==> src/rtl/serial_addsub.sv <==
// Bit-serial adder/subtractor: one result bit per clock, LSB first.
// Results (sum, cout, ovf) are loaded together on entry to DONE and held until the next one.
module serial_addsub #(
  parameter int unsigned WIDTH = 8
) (
  input  logic             clk,
  input  logic             rst,
  input  logic             start,
  input  logic [WIDTH-1:0] a,
  input  logic [WIDTH-1:0] b,
  input  logic             mode,
  output logic             busy,
  output logic             done,
  output logic [WIDTH-1:0] sum,
  output logic             cout,
  output logic             ovf
);

  localparam int unsigned CntW = $clog2(WIDTH);
  localparam logic [CntW-1:0] LastBit = CntW'(WIDTH - 1);

  typedef enum logic [1:0] {StIdle, StRun, StDone} state_e;

  state_e           state_q, state_d;
  logic [WIDTH-1:0] a_q, a_d, b_q, b_d, shift_q, shift_d, sum_q, sum_d;
  logic [CntW-1:0]  cnt_q, cnt_d;
  logic             mode_q, mode_d, carry_q, carry_d;
  logic             busy_q, busy_d, done_q, done_d, cout_q, cout_d, ovf_q, ovf_d;
  logic             a_bit, b_eff, res_bit, carry_nx;

  always_comb begin
    a_bit    = a_q[cnt_q];
    b_eff    = b_q[cnt_q] ^ mode_q;
    res_bit  = a_bit ^ b_eff ^ carry_q;
    carry_nx = (a_bit & b_eff) | (a_bit & carry_q) | (b_eff & carry_q);

    state_d = state_q;
    a_d     = a_q;
    b_d     = b_q;
    mode_d  = mode_q;
    carry_d = carry_q;
    cnt_d   = cnt_q;
    shift_d = shift_q;
    sum_d   = sum_q;
    cout_d  = cout_q;
    ovf_d   = ovf_q;
    busy_d  = busy_q;
    done_d  = 1'b0;

    case (state_q)
      StIdle: begin
        if (start) begin
          a_d     = a;
          b_d     = b;
          mode_d  = mode;
          carry_d = mode;  // carry-in of 1 completes the two's complement of b
          cnt_d   = '0;
          busy_d  = 1'b1;
          state_d = StRun;
        end
      end
      StRun: begin
        shift_d = {res_bit, shift_q[WIDTH-1:1]};
        carry_d = carry_nx;
        if (cnt_q == LastBit) begin
          cnt_d   = '0;
          sum_d   = {res_bit, shift_q[WIDTH-1:1]};
          cout_d  = carry_nx;
          ovf_d   = carry_q ^ carry_nx;  // carry into MSB xor carry out of MSB
          busy_d  = 1'b0;
          done_d  = 1'b1;
          state_d = StDone;
        end else begin
          cnt_d = cnt_q + CntW'(1);
        end
      end
      StDone: begin
        state_d = StIdle;
      end
      default: begin
        state_d = StIdle;
        busy_d  = 1'b0;
      end
    endcase
  end

  always_ff @(posedge clk) begin
    if (rst) begin
      state_q <= StIdle;
      a_q     <= '0;
      b_q     <= '0;
      mode_q  <= 1'b0;
      carry_q <= 1'b0;
      cnt_q   <= '0;
      shift_q <= '0;
      sum_q   <= '0;
      cout_q  <= 1'b0;
      ovf_q   <= 1'b0;
      busy_q  <= 1'b0;
      done_q  <= 1'b0;
    end else begin
      state_q <= state_d;
      a_q     <= a_d;
      b_q     <= b_d;
      mode_q  <= mode_d;
      carry_q <= carry_d;
      cnt_q   <= cnt_d;
      shift_q <= shift_d;
      sum_q   <= sum_d;
      cout_q  <= cout_d;
      ovf_q   <= ovf_d;
      busy_q  <= busy_d;
      done_q  <= done_d;
    end
  end

  assign busy = busy_q;
  assign done = done_q;
  assign sum  = sum_q;
  assign cout = cout_q;
  assign ovf  = ovf_q;

endmodule

==> config.mk <==
export PLATFORM = sky130hd
export DESIGN_NAME = serial_addsub
export DESIGN_NICKNAME = d
export VERILOG_FILES = /design/src/rtl/serial_addsub.sv
export SDC_FILE = /design/constraint.sdc
export NUM_CORES = 1
export LEC_CHECK = 0
export CORE_ASPECT_RATIO = 1.1
export CORE_UTILIZATION = 57
export CTS_BUF_LIST = sky130_fd_sc_hd__clkbuf_4 sky130_fd_sc_hd__clkbuf_8
export DETAILED_ROUTE_END_ITERATION = 12
export PLACE_DENSITY = 0.86
export SLEW_MARGIN = 20
export SYNTH_ARGS = -nofsm -noshare
export SYNTH_HDL_FRONTEND = slang
export SYNTH_SLANG_ARGS = --single-unit
export TNS_END_PERCENT = 5
==> constraint.sdc <==
create_clock -name clk -period 6.4 [get_ports clk]
set_input_delay 1.92 -clock clk [delete_from_list [all_inputs] [get_ports clk]]
set_output_delay 1.92 -clock clk [all_outputs]
set_load 0.05 [all_outputs]
# [Word-level counts from Yosys, hierarchy flattened]
# Cells that the tools add are included.
[op_classes] addsub=1 n_lt_le_gt_ge=1 eq_ne=5 muxes=16 n_bitwise=11 reduce_logical=8
[ops] operator="$reduce_and A2 Y1" n=4
[ops] operator="$bmux W1 S3" n=2
[ops] operator="$mux W1" n=6
[ops] operator="$mux W3" n=2
[ops] operator="$pmux W3 S2" n=1
[ops] operator="$lt A3 B4 Y1 const B" n=1
[ops] operator="$mux W2" n=2
[ops] operator="$ne A2 B2 Y1 const B" n=2
[ops] operator="$pmux W2 S2" n=1
[ops] operator="$xor A1 B1 Y1" n=4
[ops] operator="$add A3 B1 Y3 const B" n=1
[ops] operator="$and A1 B1 Y1" n=3
[ops] operator="$eq A3 B3 Y1 const B" n=1
[ops] operator="$pmux W1 S3" n=1
[ops] operator="$reduce_and A3 Y1" n=1
[ops] operator="$eq A2 B1 Y1 const B" n=1
[ops] operator="$eq A2 B2 Y1 const B" n=1
[ops] operator="$logic_not A2 Y1" n=1
[ops] operator="$not A1 Y1" n=2
[ops] operator="$or A1 B1 Y1" n=2
[ops] operator="$pmux W1 S2" n=1
[ops] operator="$reduce_bool A2 Y1" n=1
[ops] operator="$reduce_or A2 Y1" n=1
[word_totals] register_bits=43 inputBits=20 out_inout_bits=12 wordCells=54

# [Logic depth before layout (Yosys ltp)]
# Gate-level depths: netlist of run 1.
[logic_depth] depth_word=7 ltp_mapped=8 mapped_depth_nobuf=7

# [Least setup slack after synthesis of run 1]
# No wires, ideal clock.
[synth_timing] path_kind="input-to-reg" start="in start" end="reg a_q[6]" t_arrival_ps=2626 required_ps=6268 setup_slack_ps=3641 cell_stages=5 path_cell_list="or3b_1 > buf_6 > buf_6 > nand2_1 > a21oi_1"
[synth_via] elab_chain_cells=1
[synth_lines] element="start: declaration" line_no="8" source="input logic start,"
[synth_lines] element="$reduce_and A2 Y1 (no source line)"
[synth_lines] element="end signal: assignment" line_no="90" source="a_q <= '0;"
[synth_lines] element="end signal: assignment" line_no="103" source="a_q <= a_d;"
[synth_lines] element="end: declaration" line_no="25" source="logic [WIDTH-1:0] a_q, a_d, b_q, b_d, shift_q, shift_d, sum_q, sum_d;"
# Every way passes these cells.
# A chain may end at the register's enable or synchronous reset.

# [Worst setup path after layout of run 1]
[layout_timing] start="reg busy_q (netlist: busy)" end="out busy"
[layout_lines] element="start: declaration" line_no="28" source="logic busy_q, busy_d, done_q, done_d, cout_q, cout_d, ovf_q, ovf_d;"
[layout_lines] element="start signal: assignment" line_no="112" source="busy_q <= busy_d;"
[layout_lines] element="end: declaration" line_no="12" source="output logic busy,"
# No word-level cell between the ends.

==> impl_metrics.yaml, run 1 <==
setup_path:
  cp-startpoint: "busy"
  worst_path_max_delay_cell: "clkdlybuf4s50_1"
  r2r_slack_ns: 4.08
  path_delay_family: "buffers and inverters"
  worstPathCellList: "clkdlybuf4s50_1"
  start_kind: "flop"
  endpoint: "busy"
  path_class: "reg -> out"
  worstPathRequired_ns: 4.48
  r2r-end: "carry_q"
  slowest_delay_ns: 0.81
  arrival_ns: 1.54
  reg2reg_depth: 6
  cp.depth: 1
  worst-path-max-fanout: 3
  path_buf_inv: 1
  cp-end-kind: "output pin"
  worstReg2RegStart: "cnt_q[0]"
cells_and_area:
  fillCellCount: 225
  final_cells: 257
  layout_commonest_cell: "nand2_1"
  fin_area_mm2: 0.00205
  area_growth_pct: 19.7
  seq_area_um2: 841
  antenna_cells: 0
  drive_above_1_share: 0.0580
  multiInputGateArea_um2: 776
  final_cell_mix: "nand2_1, dfxtp_1, a21oi_1"
  nNetsFinal: 246
synth:
  synth_cells: 197
  synth_area_mm2: 0.00171
  ys_warn_count: 0
  syn_nets: 220
  yosysSeqAreaShare: 0.492
  ys_ff_latch: 42
  avgSynthCellArea_um2: 8.68
  synth_cell_type_count: 28
global_routing:
  grt_antenna_before_repair: 0
  overflow: 0
  grt_max_degree: 43
  grtUsageTotal: 0.225
  grt_pass1_vias: 1231
  grt_pass1_wl_mm: 5.09
floorplanning:
  start_util: 0.610
  rows: 20
  die_x_um: 54.2
  die_h_um: 59.5
  fp.coreArea_mm2: 0.00280
  io_pins: 32
  die_area_mm2: 0.00322
clock_tree:
  cts-root-buf: "clkbuf_4"
  insertion_delay_ns: 0.36
  cts_sinks: 42
  numCtsBuffers: 5
  cts_tree: "built"
  h-tree-depth: 2
  clk_path_buf_depth: 2
  cts_setup_buffers: 0
  cts_resized: 0
  clk_pin_slew_ns: 0.12
  cts_hold_buf: 0
place:
  gp_congestion: 0.829
  dp_hpwl_mm: 2.18
  dp_cells: 249
  dpl-instance-area_mm2: 0.00198
  place_ws_ns: 2.92
  numPortBuffers: 31
sta:
  rsz0062_at_grt: "no"
  holdWs_ns: 0.460
  slew_headroom: 0.500
  setup_ws_ns: 2.94
  slew_violations: 0
  tightest_slew_ns: 0.749
  setup_tns_ns: 0
  setup_viol: 0
  hold_viol_final: 0
  fmax_ghz: 0.289
  period_share: 0.541
  fin_worst_skew_ns: 0.00665
  min_period_ns: 3.46
pwr:
  power.leakage_nw: 0.720
  p_per_area_mw_per_mm2: 232
  peakVddDrop_mv: 0.172
detailed_routing:
  initialDrtViolationCount: 24
  route.detailed.drc: 0
  ant_nets: 0
  via_per_inst: 5.24
  wl_mm: 3.08
  vias: 1347
  first_pass_iters: 4
  wl_per_cell_um: 12.0
run_status:
  status: "finished, final reports clean"
flow_run:
  cap_viol_max_count: 0
hold_path:
  hold_path_class: "reg -> reg"
-- state kept, by name, indices dropped and copies added (netlist names) --
register	count
cout	1
done	1
busy	1
carry_q	1
b_q	8
ovf	1
cnt_q	3
a_q	8
state_q	2
shift_q	7
sum	8
mode_q	1
-- worst min path at each step --
stage	start	end	slack (ns)	depth (start not counted)
floorplan	shift_q[1]	sum[0]	0.43	2
global placement	a_q[4]	a_q[4]	0.44	2
detailed placement	a_q[6]	a_q[6]	0.45	2
CTS	sum[5]	sum[5]	0.46	2
global route	sum[5]	sum[5]	0.48	2
finish	sum[5]	sum[5]	0.46	2
-- stage by stage --
| stage | util | power, mW |
|---|---|---|
| after detailed placement | 0.708 | 0.340 |
| after floorplan | - | 0.324 |
| after CTS | 0.730 | 0.477 |
| final | 0.730 | 0.474 |
| after global routing | 0.730 | 0.496 |
| after global placement | 0.708 | 0.337 |
-- report_power, final --
part           switching (mW)  internal (mW)  leakage [nW]  total, mW
logic                  0.0264         0.0273         0.339     0.0538
clock network          0.0830         0.0575        0.0387      0.141
registers             0.00849          0.271         0.342      0.280
total                   0.118          0.356         0.720      0.474
-- cells in the mapped netlist --
library cell | n | area (um^2)
nand2_1 | 64 | 240
dfxtp_1 | 42 | 841
a21oi_1 | 35 | 175
nor2_1 | 11 | 41.3
clkbuf_1 | 5 | 18.8
mux2i_1 | 5 | 50.1
buf_6 | 4 | 45.0
a211oi_1 | 3 | 22.5
buf_2 | 3 | 15.0
mux4_2 | 3 | 67.6
ha_1 | 2 | 25.0
inv_1 | 2 | 7.51
nor2b_1 | 2 | 12.5
o21bai_1 | 2 | 15.0
a221oi_1 | 1 | 8.76
a22oi_1 | 1 | 7.51
a32oi_1 | 1 | 8.76
and3b_1 | 1 | 8.76
buf_4 | 1 | 7.51
fa_1 | 1 | 20.0
nand2b_1 | 1 | 6.26
nand3b_1 | 1 | 7.51
nor3b_4 | 1 | 18.8
o21a_1 | 1 | 7.51
or3_1 | 1 | 6.26
or3b_1 | 1 | 8.76
xnor2_1 | 1 | 8.76
xor2_1 | 1 | 8.76
-- cells by family (layout without fill, tap and decap cells) --
group | after synthesis | count (layout) | share of synthesized area
AOI/OAI and AO/OA | 44 | 44 | 0.143
xor gates and xnor gates | 2 | 2 | 0.0102
adders and majority gates | 3 | 3 | 0.0263
buffers and inverters | 15 | 42 | 0.0549
DFF | 42 | 42 | 0.492
muxes | 8 | 8 | 0.0688
and+or+nand+nor | 83 | 83 | 0.205
-- layer usage --
metal  share of wire  global-route usage
met5               0                   0
met4           0.013              0.0769
met1            0.42               0.238
met3           0.045              0.0846
met2            0.52               0.397
-- final cells by class --
| class | count | area share |
|---|---|---|
| Sequential cell | 42 | 0.411 |
| Multi-Input combinational cell | 140 | 0.379 |
| Timing Repair Buffer | 32 | 0.155 |
| Clock buffer | 7 | 0.0287 |
| Tap cell | 33 | 0.0202 |
| Inverter | 2 | 0.00367 |
| Clock inverter | 1 | 0.00244 |
Note: power is estimated with default switching activity, not from simulation.
==> inputs of run 2 (changes only) <==
--- a/config.mk
+++ b/config.mk
@@ -6,10 +6,10 @@
 export NUM_CORES = 1
 export LEC_CHECK = 0
 export CORE_ASPECT_RATIO = 1.1
-export CORE_UTILIZATION = 57
+export CORE_UTILIZATION = 53
 export CTS_BUF_LIST = sky130_fd_sc_hd__clkbuf_4 sky130_fd_sc_hd__clkbuf_8
 export DETAILED_ROUTE_END_ITERATION = 12
-export PLACE_DENSITY = 0.86
+export PLACE_DENSITY = 0.81
 export SLEW_MARGIN = 20
 export SYNTH_ARGS = -nofsm -noshare
 export SYNTH_HDL_FRONTEND = slang
==> constraint.sdc (replaced) <==
create_clock -name clk -period 3.3 [get_ports clk]
set_input_delay 0.99 -clock clk [delete_from_list [all_inputs] [get_ports clk]]
set_output_delay 0.99 -clock clk [all_outputs]
set_load 0.05 [all_outputs]
==> run 2 against run 1 <==
Clock skew rose by 0.00066 ns; critical path type unchanged; clock power rose to 3.0 times the previous value; sequential share of layout area fell by 0.96 points; worst setup slack got worse by 2.2 ns; routed wire length fell by 1.3%; first-iteration DRC count rose by 46%; sequential power rose by 94%; highest routed layer unchanged; final cell count rose by 0.39%.
==> impl_metrics.yaml, run 2 (synthesized netlist as in run 1, its figures left out) <==
run_status:
  status: "finished, final reports clean"
setup_path:
  arrival_ns: 1.53
  worstPathRequired_ns: 2.31
  worst-path-max-fanout: 3
  start_kind: "flop"
  worstPathCellList: "clkdlybuf4s50_1"
  worst_path_max_delay_cell: "clkdlybuf4s50_1"
  path_buf_inv: 1
  path_delay_family: "buffers and inverters"
  cp-end-kind: "output pin"
  path_class: "reg -> out"
  slowest_delay_ns: 0.81
floorplanning:
  die_x_um: 56.2
  fp.coreArea_mm2: 0.00305
  die_h_um: 61.6
  io_pins: 32
  start_util: 0.561
  die_area_mm2: 0.00346
  rows: 21
clock_tree:
  insertion_delay_ns: 0.35
  cts_hold_buf: 0
  cts_sinks: 42
  clk_pin_slew_ns: 0.12
  numCtsBuffers: 5
  clk_path_buf_depth: 2
  cts_setup_buffers: 0
  cts_tree: "built"
  h-tree-depth: 2
  cts-root-buf: "clkbuf_4"
  cts_resized: 0
pwr:
  peakVddDrop_mv: 0.433
  p_per_area_mw_per_mm2: 510
  power.leakage_nw: 0.740
  power_mw: 1.07
global_routing:
  grt_pass1_vias: 1233
  overflow: 0
  grtUsageTotal: 0.201
  grt_pass1_wl_mm: 5.21
  grt_antenna_before_repair: 0
  grt_max_degree: 34
detailed_routing:
  first_pass_iters: 4
  via_per_inst: 5.36
  wl_mm: 3.04
  route.detailed.drc: 0
  ant_nets: 0
  vias: 1382
  initialDrtViolationCount: 35
  wl_per_cell_um: 11.8
sta:
  fin_worst_skew_ns: 0.00731
  period_share: 0.764
  holdWs_ns: 0.459
  fmax_ghz: 0.397
  tightest_slew_ns: 0.757
  min_period_ns: 2.52
  setup_tns_ns: 0
  slew_violations: 0
  hold_viol_final: 0
  slew_headroom: 0.494
  rsz0062_at_grt: "no"
  setup_viol: 0
place:
  dpl-instance-area_mm2: 0.00198
  gp_congestion: 0.779
  dp_hpwl_mm: 2.10
  numPortBuffers: 31
cells_and_area:
  area_growth_pct: 22.5
  fin_area_mm2: 0.00210
  layout_commonest_cell: "nand2_1"
  final_cell_mix: "nand2_1, dfxtp_1, a21oi_1"
  final_util: 0.688
  nNetsFinal: 246
  antenna_cells: 0
  drive_above_1_share: 0.0580
flow_run:
  cap_viol_max_count: 0
hold_path:
  hold_path_class: "reg -> reg"
[run 2: where the power goes]
part           internal, mW  switching, mW  total, mW
Sequential            0.526         0.0164      0.543
Combinational        0.0531         0.0523      0.105
Clock                 0.257          0.164      0.420
Total                 0.836          0.232       1.07
[run 2: final timing paths]
kind | from | to | slack (ns) | cells past startpoint
worst max-delay path | busy | busy | 0.78 | 1
worst min-delay path | sum[6] | sum[6] | 0.46 | 2
worst max register to register | cnt_q[0] | carry_q | 0.94 | 6
worst min register to register | sum[6] | sum[6] | 0.46 | 2
[run 2: per-stage QoR]
stage,setup slack (ns),cells
5_1_grt,0.718,258
4_1_cts,0.764,258
3_5_place_dp,0.782,250
6_report,0.779,258
3_3_place_gp,0.816,250
2_1_floorplan,1.29,197
[run 2: layer usage]
layer / share of wire / track usage / vias up / wire length, um
li1: - / - / 705 / -
met1: 0.42 / 0.220 / 627 / 1280
met2: 0.51 / 0.364 / 43 / 1550
met3: 0.049 / 0.0567 / 7 / 150
met4: 0.021 / 0.105 / 0 / 63
met5: 0 / 0 / - / 0
[run 2: area by class of cell]
type / instances / area [um^2]
tap: 34 / 42.5
fill: 255 / 952
multi-input combinational: 140 / 776
inverter: 2 / 7.51
clock buffer: 6 / 51.3
timing repair buffer: 32 / 318
clock inverter: 2 / 60.1
sequential: 42 / 841
